$ cat src/rtl/multicycle_controller.sv
// multicycle_controller
//   Main control FSM for the multicycle RV32I core. Sits beside data_path and
//   drives every data_path control input from the decoded instruction fields
//   and the ALU flags. Sequences fetch/decode/execute/memory/writeback for
//   R-type, I-type ALU, lw, sw, branches, jal, jalr and lui, and counts retired
//   instructions.
//
//   Build option: ILLEGAL_TRAP_EN
//     defined   -> an illegal instruction parks the FSM in BAD and raises the
//                  sticky 'illegal' flag until rst.
//     undefined -> BAD is a one-cycle NOP back to FETCH; 'illegal' is tied 0.
//
// Ports
//   clk, rst            clock, synchronous active-high reset
//   opcode/func3/func7  decoded instruction fields (held stable by the IR)
//   zer, neg            ALU flags for the current cycle (branch decision)
//   pcen                PC load enable (Mealy in BRANCH only)
//   adrsrc              memory address select: 0=PC, 1=ALUOut
//   memwrite            memory write enable
//   irwrite             IR/OLDPC load enable
//   regwrite            register file write enable
//   alusrca             00=PC, 01=OLDPC, 10=A, 11=0
//   alusrcb             00=B, 01=imm, 10=4, 11=0
//   aluop               000 add, 001 sub, 010 and, 011 or, 100 slt, 101 sltu, 110 xor
//   resultsrc           00=ALUOut, 01=ALU result, 10=MDR, 11=imm
//   immsrc              000 I, 001 S, 010 B, 011 J, 100 U
//   instret             retired-instruction count, wraps modulo 2^CNT_W
//   illegal             sticky illegal-instruction flag
//
// The current state is held in the enum signal 'state' for checker binding.
// All outputs are decoded combinationally from 'state'; the enables are
// forced low while rst is high so no write can happen in a reset cycle.

module multicycle_controller #(
    parameter int CNT_W = 32
) (
    input  logic             clk,
    input  logic             rst,
    input  logic [6:0]       opcode,
    input  logic [2:0]       func3,
    input  logic [6:0]       func7,
    input  logic             zer,
    input  logic             neg,
    output logic             pcen,
    output logic             adrsrc,
    output logic             memwrite,
    output logic             irwrite,
    output logic             regwrite,
    output logic [1:0]       alusrca,
    output logic [1:0]       alusrcb,
    output logic [2:0]       aluop,
    output logic [1:0]       resultsrc,
    output logic [2:0]       immsrc,
    output logic [CNT_W-1:0] instret,
    output logic             illegal
);

    typedef enum logic [3:0] {
        FETCH, DECODE, MEMADR, MEMREAD, MEMWB, MEMWRITE, EXECR, EXECI,
        ALUWB, BRANCH, JAL, JALR, JALRPC, LUI, BAD
    } state_t;

    localparam logic [6:0] OP_LOAD   = 7'b0000011;
    localparam logic [6:0] OP_STORE  = 7'b0100011;
    localparam logic [6:0] OP_R      = 7'b0110011;
    localparam logic [6:0] OP_I      = 7'b0010011;
    localparam logic [6:0] OP_BRANCH = 7'b1100011;
    localparam logic [6:0] OP_JAL    = 7'b1101111;
    localparam logic [6:0] OP_JALR   = 7'b1100111;
    localparam logic [6:0] OP_LUI    = 7'b0110111;

    localparam logic [2:0] ALU_ADD  = 3'b000;
    localparam logic [2:0] ALU_SUB  = 3'b001;
    localparam logic [2:0] ALU_AND  = 3'b010;
    localparam logic [2:0] ALU_OR   = 3'b011;
    localparam logic [2:0] ALU_SLT  = 3'b100;
    localparam logic [2:0] ALU_SLTU = 3'b101;
    localparam logic [2:0] ALU_XOR  = 3'b110;

    state_t state;
    state_t state_next;

    // func3 -> ALU operation shared by R and I forms; shifts are unsupported.
    logic [2:0] f3_aluop;
    logic       f3_legal;
    logic [2:0] r_aluop;
    logic       r_legal;
    logic       br_take;
    logic       br_legal;

    always_comb begin
        f3_aluop = ALU_ADD;
        f3_legal = 1'b1;
        case (func3)
            3'b000:  f3_aluop = ALU_ADD;
            3'b111:  f3_aluop = ALU_AND;
            3'b110:  f3_aluop = ALU_OR;
            3'b010:  f3_aluop = ALU_SLT;
            3'b011:  f3_aluop = ALU_SLTU;
            3'b100:  f3_aluop = ALU_XOR;
            default: f3_legal = 1'b0;
        endcase
    end

    // R-type: func7 must be zero except for sub (func3=000, func7=0100000).
    always_comb begin
        r_aluop = f3_aluop;
        r_legal = f3_legal && (func7 == 7'b0000000);
        if (func3 == 3'b000 && func7 == 7'b0100000) begin
            r_aluop = ALU_SUB;
            r_legal = 1'b1;
        end
    end

    always_comb begin
        br_take  = 1'b0;
        br_legal = 1'b1;
        case (func3)
            3'b000:  br_take = zer;
            3'b001:  br_take = ~zer;
            3'b100:  br_take = neg;
            3'b101:  br_take = ~neg;
            default: br_legal = 1'b0;
        endcase
    end

    always_comb begin
        state_next = state;
        case (state)
            FETCH:  state_next = DECODE;
            DECODE: begin
                case (opcode)
                    OP_LOAD, OP_STORE: state_next = MEMADR;
                    OP_R:              state_next = EXECR;
                    OP_I:              state_next = EXECI;
                    OP_BRANCH:         state_next = BRANCH;
                    OP_JAL:            state_next = JAL;
                    OP_JALR:           state_next = JALR;
                    OP_LUI:            state_next = LUI;
                    default:           state_next = BAD;
                endcase
            end
            MEMADR:   state_next = (opcode == OP_STORE) ? MEMWRITE : MEMREAD;
            MEMREAD:  state_next = MEMWB;
            MEMWB:    state_next = FETCH;
            MEMWRITE: state_next = FETCH;
            EXECR:    state_next = r_legal ? ALUWB : BAD;
            EXECI:    state_next = f3_legal ? ALUWB : BAD;
            ALUWB:    state_next = FETCH;
            BRANCH:   state_next = br_legal ? FETCH : BAD;
            JAL:      state_next = ALUWB;
            JALR:     state_next = JALRPC;
            JALRPC:   state_next = ALUWB;
            LUI:      state_next = FETCH;
`ifdef ILLEGAL_TRAP_EN
            BAD:      state_next = BAD;
`else
            BAD:      state_next = FETCH;
`endif
            default:  state_next = FETCH;
        endcase
    end

    always_ff @(posedge clk) begin
        if (rst) begin
            state   <= FETCH;
            instret <= '0;
        end else begin
            state <= state_next;
            // An instruction retires whenever the FSM re-enters FETCH.
            if (state_next == FETCH && state != FETCH)
                instret <= instret + CNT_W'(1);
        end
    end

`ifdef ILLEGAL_TRAP_EN
    always_ff @(posedge clk) begin
        if (rst)
            illegal <= 1'b0;
        else if (state == BAD)
            illegal <= 1'b1;
    end
`else
    assign illegal = 1'b0;
`endif

    always_comb begin
        pcen      = 1'b0;
        adrsrc    = 1'b0;
        memwrite  = 1'b0;
        irwrite   = 1'b0;
        regwrite  = 1'b0;
        alusrca   = 2'b00;
        alusrcb   = 2'b00;
        aluop     = ALU_ADD;
        resultsrc = 2'b00;
        immsrc    = 3'b000;
        case (state)
            FETCH: begin
                irwrite   = 1'b1;
                alusrcb   = 2'b10;
                resultsrc = 2'b01;
                pcen      = 1'b1;
            end
            DECODE: begin
                // Precompute the branch/jal target into ALUOut.
                alusrca = 2'b01;
                alusrcb = 2'b01;
                immsrc  = (opcode == OP_JAL) ? 3'b011 : 3'b010;
            end
            MEMADR: begin
                alusrca = 2'b10;
                alusrcb = 2'b01;
                immsrc  = (opcode == OP_STORE) ? 3'b001 : 3'b000;
            end
            MEMREAD:  adrsrc = 1'b1;
            MEMWB: begin
                resultsrc = 2'b10;
                regwrite  = 1'b1;
            end
            MEMWRITE: begin
                adrsrc   = 1'b1;
                memwrite = 1'b1;
            end
            EXECR: begin
                alusrca = 2'b10;
                aluop   = r_legal ? r_aluop : ALU_ADD;
            end
            EXECI: begin
                alusrca = 2'b10;
                alusrcb = 2'b01;
                aluop   = f3_legal ? f3_aluop : ALU_ADD;
            end
            ALUWB:    regwrite = 1'b1;
            BRANCH: begin
                alusrca = 2'b10;
                aluop   = ALU_SUB;
                pcen    = br_legal & br_take;
            end
            JAL, JALRPC: begin
                // PC <= target held in ALUOut while the ALU forms OLDPC+4 for rd.
                pcen    = 1'b1;
                alusrca = 2'b01;
                alusrcb = 2'b10;
            end
            JALR: begin
                alusrca = 2'b10;
                alusrcb = 2'b01;
            end
            LUI: begin
                immsrc    = 3'b100;
                resultsrc = 2'b11;
                regwrite  = 1'b1;
            end
            default: ;
        endcase
        if (rst) begin
            pcen     = 1'b0;
            memwrite = 1'b0;
            irwrite  = 1'b0;
            regwrite = 1'b0;
        end
    end

endmodule

$ cat config.mk
export PLATFORM = sky130hd
export DESIGN_NAME = multicycle_controller
export DESIGN_NICKNAME = d
export VERILOG_FILES = /design/src/rtl/multicycle_controller.sv
export SDC_FILE = /design/constraint.sdc
export NUM_CORES = 1
export LEC_CHECK = 0
export BUFFER_PORTS_ARGS = -buffer_cell sky130_fd_sc_hd__buf_2
export CORE_UTILIZATION = 35
export DETAILED_ROUTE_END_ITERATION = 10
export GPL_TIMING_DRIVEN = 0
export PLACE_DENSITY = 0.57
export SYNTH_ARGS = -nofsm -noshare
export SYNTH_HDL_FRONTEND = slang
export SYNTH_SLANG_ARGS = --single-unit
$ cat constraint.sdc
create_clock -name clk -period 4.93 [get_ports clk]
set_clock_uncertainty 0.1 [all_clocks]
set_input_delay 1.479 -clock clk [delete_from_list [all_inputs] [get_ports clk]]
set_output_delay 1.479 -clock clk [all_outputs]
set_load 0.05 [all_outputs]
======== Word-level counts from Yosys, hierarchy flattened ========
Index checks and enable logic that the tools add are counted.
cells by class
  add/subtract/negate cells ............... 1
  equal/unequal tests ..................... 29
  muxes and demuxes ....................... 30
  bitwise gates (word level) .............. 3
  reduce and logical (&&, ||, !) cells .... 18
operator list
  operator                                       number
  one-hot mux 4 bit (9 select lines)             1
  adder 32 x 1 -> 32 bit, second input constant  1
  == test 7 x 6 -> 1 bit, second input constant  4
  one-hot mux 4 bit (7 select lines)             1
  == test 4 bit, second input constant           6
  == test 7 bit, second input constant           3
  two-way mux 3 bit                              6
  one-hot mux 3 bit (3 select lines)             2
  == test 4 x 3 -> 1 bit, second input constant  4
  one-hot mux 3 bit (5 select lines)             1
  two-way mux 1 bit                              13
  == test 3 bit, second input constant           4
  OR reduction 3 bit                             3
  == test 4 x 2 -> 1 bit, second input constant  2
  logical NOT 4 bit                              2
  one-hot mux 2 bit (2 select lines)             2
  OR reduction 4 bit                             2
  == test 7 x 2 -> 1 bit, second input constant  1
  == test 7 x 5 -> 1 bit, second input constant  1
  logical NOT 7 bit                              1
  == test 3 x 2 -> 1 bit, second input constant  2
  one-hot mux 2 bit (3 select lines)             1
  OR reduction 2 bit                             3
  OR reduction 6 bit                             1
  11 further kinds                               14
word-level totals
  bits in registers ....................... 36
  bits of input ports ..................... 21
  output and inout port bits .............. 50
  logic and storage cells ................. 83

======== Longest topological paths before layout ========
Gate-level depths: netlist (run 1).
  depth after elaboration ................. 9
  depth in mapped cells ................... 8
  depth with buffers taken out ............ 5

======== Worst setup path after synthesis (run 1) ========
Ideal clock, no wire load.
  path kind ............................... input to output
  start ................................... input rst
  end ..................................... output memwrite
  data arrival time ....................... 3.313 ns
  data required time ...................... 3.351 ns
  path slack .............................. 0.038 ns
  stages .................................. 2
  buffers on the path ..................... 1
  cell sequence ........................... clkbuf_1 nor4b_1
on the way
  word-level cells in the longest chain between the ends .. 1
ends and longest elaborated chain
  what                RTL line  source
  start: declaration  38        input logic rst,
  two-way mux 1 bit   257       if (rst) begin
  end: declaration    46        output logic memwrite,
No other way between the ends.

======== Final worst setup path (run 1) ========
  start ................................... input func7[1]
  end ..................................... output aluop[0]
on the way
  word-level cells in the longest chain between the ends .. 5
  elaborated cells between the ends (all ways) .. 8
  classes of those cells .................. eq/ne: 1; mux: 4; reduce/logical: 3
ends and longest elaborated chain
  what                                                         RTL line  source
  start: declaration                                           41        input logic [6:0] func7,
  == test 7 x 6 -> 1 bit or logical NOT 7 bit (tied branches)  109, 108
  logical AND 1 bit, on equally long branches                  109, 108
  two-way mux 3 bit or two-way mux 1 bit (tied branches)       109       if (func3 == 3'b000 && func7 == 7'b0100000) begin
  two-way mux 3 bit (*)                                        227       aluop = r_legal ? r_aluop : ALU_ADD;
  one-hot mux 3 bit (3 select lines) (*)                       198       case (state)
  end: declaration                                             51        output logic [2:0] aluop,
Every way passes the cells marked *; elsewhere a longest branch is shown, timed or not.

==> results of run 1 <==
==> final timing paths <==
kind | depth (start not counted) | endpoint | startpoint | slack (ps)
worst max-delay path | 7 | aluop[0] | func7[1] | 480
worst min-delay path | 2 | instret[31]$_SDFFE_PP0P_ | instret[31]$_SDFFE_PP0P_ | 380
worst max register to register | 5 | instret[24]$_SDFFE_PP0P_ | instret[10]$_SDFFE_PP0P_ | 2600
worst min register to register | 2 | instret[31]$_SDFFE_PP0P_ | instret[31]$_SDFFE_PP0P_ | 380
==> area by class of cell <==
type	count	area, sq um	area share
multi-input cells	241	1480	0.519
plain buffers	21	103	0.0359
inverters	5	18.8	0.00656
well taps	77	96.3	0.0337
repair buffers	66	330	0.116
flip-flops and latches	36	721	0.252
clock buffers	6	72.6	0.0254
clock inverters	2	35.0	0.0123
==> per-layer routing <==
metal	vias to the layer above	routed length, um	part of all wire
li1	1279	-	-
met1	1249	3190	0.47
met2	57	3240	0.48
met3	6	288	0.043
met4	0	48	0.0071
met5	-	0	0
==> synth_stat cells (3+ instances only) <==
master / n / area, sq um
buf_1: 3 / 11.3
a21oi_1: 29 / 145
or4_1: 15 / 113
mux2i_1: 3 / 30.0
a21o_1: 3 / 22.5
nand2_1: 27 / 101
a211oi_1: 5 / 37.5
xnor2_1: 11 / 96.3
nor2b_1: 7 / 43.8
nand3_1: 13 / 65.1
clkbuf_1: 11 / 41.3
nor3_1: 5 / 25.0
nand4_1: 12 / 75.1
and2_1: 3 / 18.8
nand2b_1: 3 / 18.8
inv_1: 5 / 18.8
xor2_1: 4 / 35.0
o31ai_1: 15 / 113
o21ai_0: 14 / 70.1
buf_2: 4 / 20.0
a31oi_1: 3 / 18.8
or3_1: 6 / 37.5
and3_1: 5 / 31.3
nor4_1: 3 / 18.8
nor2_1: 25 / 93.8
dfxtp_1: 36 / 721
==> sequential cells by signal, summed over array words and instances, names as in the netlist <==
name / flops
instret: 32
state: 4
==> worst reg2reg max path, cell delays in order, from the launching register on <==
cell and delay, ps:
dfxtp_1 430, nand4_1 330, nor4_4 520, nand3_1 260
or4_1 460, a21oi_1 150
==> where the power goes <==
| group | internal (mW) | switching (mW) |
|---|---|---|
| registers | 0.313 | 0.0243 |
| clock network | 0.150 | 0.112 |
| logic | 0.211 | 0.526 |
| total | 0.674 | 0.662 |
==> per-stage QoR <==
| step | util | setup slack (ps) | hold slack, ps | total power [mW] | cell area (sq um) |
|---|---|---|---|---|---|
| floorplan | - | 37.8 | 591 | 0.928 | 2320 |
| global route | 0.448 | 276 | 405 | 1.42 | 2860 |
| detailed placement | 0.431 | 477 | 376 | 1.08 | 2750 |
| global placement | 0.431 | 474 | 364 | 1.08 | 2750 |
| CTS | 0.448 | 480 | 386 | 1.34 | 2860 |
| finish | 0.448 | 479 | 382 | 1.34 | 2860 |
==> logic make-up (layout without fill, tap and decap cells) <==
logic type               after synthesis  after routing  synth area share
buffers and inverters                 26            100            0.0522
adder cells (fa/ha/maj)                1              1           0.00538
other                                  1              1           0.00161
XOR/XNOR                              15             15            0.0565
flip-flops                            36             36             0.310
AND/OR/NAND/NOR                      138            138             0.336
multiplexers                           3              3            0.0129
AO/OA/AOI/OAI                         83             83             0.226
==> metrics.txt, run 1 <==
status completed; Core Area 0.00639 sq mm; Avg Inst Size Synth 7.67 sq um; grt met2 use 0.325; GRT Overall Usage 0.199; Final Critical Period 4450 ps; type of origin of the critical path input pin; asr flop ratio synth 0; drt total wl 6.77 mm; H-tree Lvls 2; critical path class input pin to output port; Post-synth top flop dfxtp_1; grt ovf 0; net count after synthesis 325; global placement routability congestion 0.776; clock latency on the worst-skew pair 290 ps; Gate Count Post-Synth 303; DIE WIDTH 83.5 um; routing usage on met1 0.276; synth warn 0; Req. time, crit path 3350 ps; # fillers 682; drt pass-1 iters 4; DPL Wire Length 4.88 mm; crit-path cells buf_2 -> nor4_1 -> nand4_1 -> a21oi_1 -> o211ai_1 -> o21ai_0 -> buf_2; Post-Layout Cell Count 454; Worst EP arrival 2870 ps; Final Hold Fails 0; Post-CTS Hold Buffers 0; Hold WC Path Type register to register; register area share after synthesis 0.310; worst-margin pin slew 627 ps; EDFF count, synth 0; Syn-to-layout area delta 23.0%; Clock Sinks 36; synth unique cells 54; share of cells above drive strength 1 0.225; Top Ports 71; post-CTS sizing 0; Die ar. 0.00697 sq mm; M3 GR Usage 0.0326; RSZ-0062 raised after global routing false; most used cell, CP buf_2; Mapped Area 0.00232 sq mm; CP Max Fanout 3; Slew HR 0.578; drt drc 0; most common cell after layout, fill and taps aside buf_2; Setup Fix Bufs, Post-CTS 0; WL per Instance 14.9 um; Synth Register Bits 36; setup TNS 0 ps; Routed Antenna Nets 0; Achievable Freq 225 MHz; pin count of the biggest net entering global routing 12; Max VDD drop 0.373 mV; first-pass GRT wire length 11.5 mm; Die Y 83.5 um; busiest grt layer met2; CTS buffer count 5; max_cap viols 0; Finish-stage setup viols 0; most frequent cells in the layout buf_2, dfxtp_1, a21oi_1, nand2_1, nor2_1; # rows 29; Starting Density 0.364; Tcrit/Tclk final 0.903; Final #Nets 398; Placed Instances 446; Slew Viols, Final 0; DR iter-0 viols 106; vias in the first global route 2355; worst path bufs/invs 2; CTS tree done; clk slew on worst S/H paths 70 ps; initial antenna violation count 0; CP max-delay cell nor4_1; power per standard cell area 467 mW/mm^2; Max Root-Sink Buffers 2; Pleak 1.12 nW; post-DR vias/cell 5.71; CP top delay family simple AND/OR/NAND/NOR gates; clock root cell clkbuf_8; largest stage delay on the critical path 350 ps; PortBufs 66; vias 2591; antenna diode instance count 0; CP Capture Type output port
(Power assumes the default switching activity.)
==> run 2: changes to the inputs <==
- PLACE_DENSITY: 0.57 -> not set
==> metrics.txt, run 2 (same netlist as run 1, synthesis figures left out) <==
DPL Wire Length 4.73 mm; # rows 29; initial antenna violation count 0; drt total wl 6.50 mm; WL per Instance 14.3 um; FF/Latch Area 721 sq um; Routed Antenna Nets 0; Reg with most FFs instret; CTS buffer count 5; # fillers 671; first-pass GRT wire length 10.8 mm; most frequent cells in the layout buf_2, dfxtp_1, a21oi_1, nand2_1, nor2_1; clock root cell clkbuf_8; vias in the first global route 2275; Achievable Freq 222 MHz; CP Capture Type output port; DR iter-0 viols 143; Die Y 83.5 um; global placement routability congestion 0.814; Slew HR 0.586; most common cell after layout, fill and taps aside buf_2; Syn-to-layout area delta 22.2%; GRT Overall Usage 0.188; biggest regs instret: 32 flops, state: 4 flops; clock latency on the worst-skew pair 290 ps; RSZ-0062 raised after global routing false; antenna diode instance count 0; CP Max Fanout 3; R2R Setup Slk 2610 ps; worst r2r src instret[11]$_SDFFE_PP0P_; worst-margin pin slew 615 ps; power per standard cell area 454 mW/mm^2; post-CTS sizing 0; drt pass-1 iters 4; Clock Sinks 36; H-tree Lvls 2; Max Root-Sink Buffers 2; Pleak 1.11 nW; clk slew on worst S/H paths 70 ps; Hold Crit Endpoint instret[1]$_SDFFE_PP0P_; share of cells above drive strength 1 0.223; area of the multi-input gates 0.00148 sq mm; Slew Viols, Final 0; Post-CTS Hold Buffers 0; WHS 390 ps; Max VDD drop 0.396 mV; vias 2562; Worst EP arrival 2930 ps; Final #Nets 398; Worst Min Path Start instret[1]$_SDFFE_PP0P_; Final Hold Fails 0; type of origin of the critical path input pin; FF-to-FF End instret[24]$_SDFFE_PP0P_; worst hold stages 2; R2R cell count 5; DIE WIDTH 83.5 um; setup TNS 0 ps; post-DR vias/cell 5.64; status completed; max_cap viols 0; CTS tree done; Die ar. 0.00697 sq mm; Req. time, crit path 3350 ps; critical path class input pin to output port; Setup Fix Bufs, Post-CTS 0; Starting Density 0.364; drt drc 0; Core Area 0.00639 sq mm; Hold WC Path Type register to register; Final Critical Period 4510 ps; Top Ports 71; Finish-stage setup viols 0; Tcrit/Tclk final 0.915; pin count of the biggest net entering global routing 11; PortBufs 66; max reg flops 32; grt ovf 0
-- run 2: worst max path at each step --
stage             start        to  slack, ps
2_1_floorplan       rst  memwrite         40
3_3_place_gp   func7[1]  aluop[0]        420
3_5_place_dp   func7[1]  aluop[0]        460
4_1_cts        func7[1]  aluop[0]        450
5_1_grt        func7[1]  aluop[0]        210
6_report       func7[1]  aluop[0]        420
-- run 2: report_power, final --
part	internal [mW]	switching, mW
logic	0.211	0.525
registers	0.313	0.0236
clock network	0.114	0.104
total	0.638	0.653
-- run 2: per-stage QoR --
stage | std cells | utilization | instance area (sq um) | total power, mW | setup WS [ps]
2_1_floorplan | 303 | - | 2320 | 0.928 | 37.8
3_3_place_gp | 446 | 0.431 | 2750 | 1.08 | 421
3_5_place_dp | 446 | 0.431 | 2750 | 1.08 | 456
4_1_cts | 454 | 0.445 | 2840 | 1.30 | 448
5_1_grt | 454 | 0.445 | 2840 | 1.37 | 207
6_report | 454 | 0.445 | 2840 | 1.29 | 420
-- run 2: area by class of cell --
type	instances	share of cell area
Timing Repair Buffer	66	0.116
Clock buffer	8	0.0317
Buffer	21	0.0361
Inverter	5	0.00661
Tap cell	77	0.0339
Multi-Input combinational cell	241	0.522
Sequential cell	36	0.254
-- run 2: layer usage --
layer | vias up | part of all wire | wire length [um] | global-route usage
met5 | - | 0 | 0 | 0
met4 | 0 | 0.0094 | 61 | 0.0508
met3 | 6 | 0.043 | 279 | 0.0376
met2 | 61 | 0.47 | 3080 | 0.310
met1 | 1209 | 0.47 | 3080 | 0.252
li1 | 1286 | - | - | -
-- run 2: critical path, stage by stage --
cell	delay (ps)
buf_2	90
nor4_1	390
nand4_1	200
a21oi_1	270
o211ai_1	120
o21ai_0	90
buf_2	290
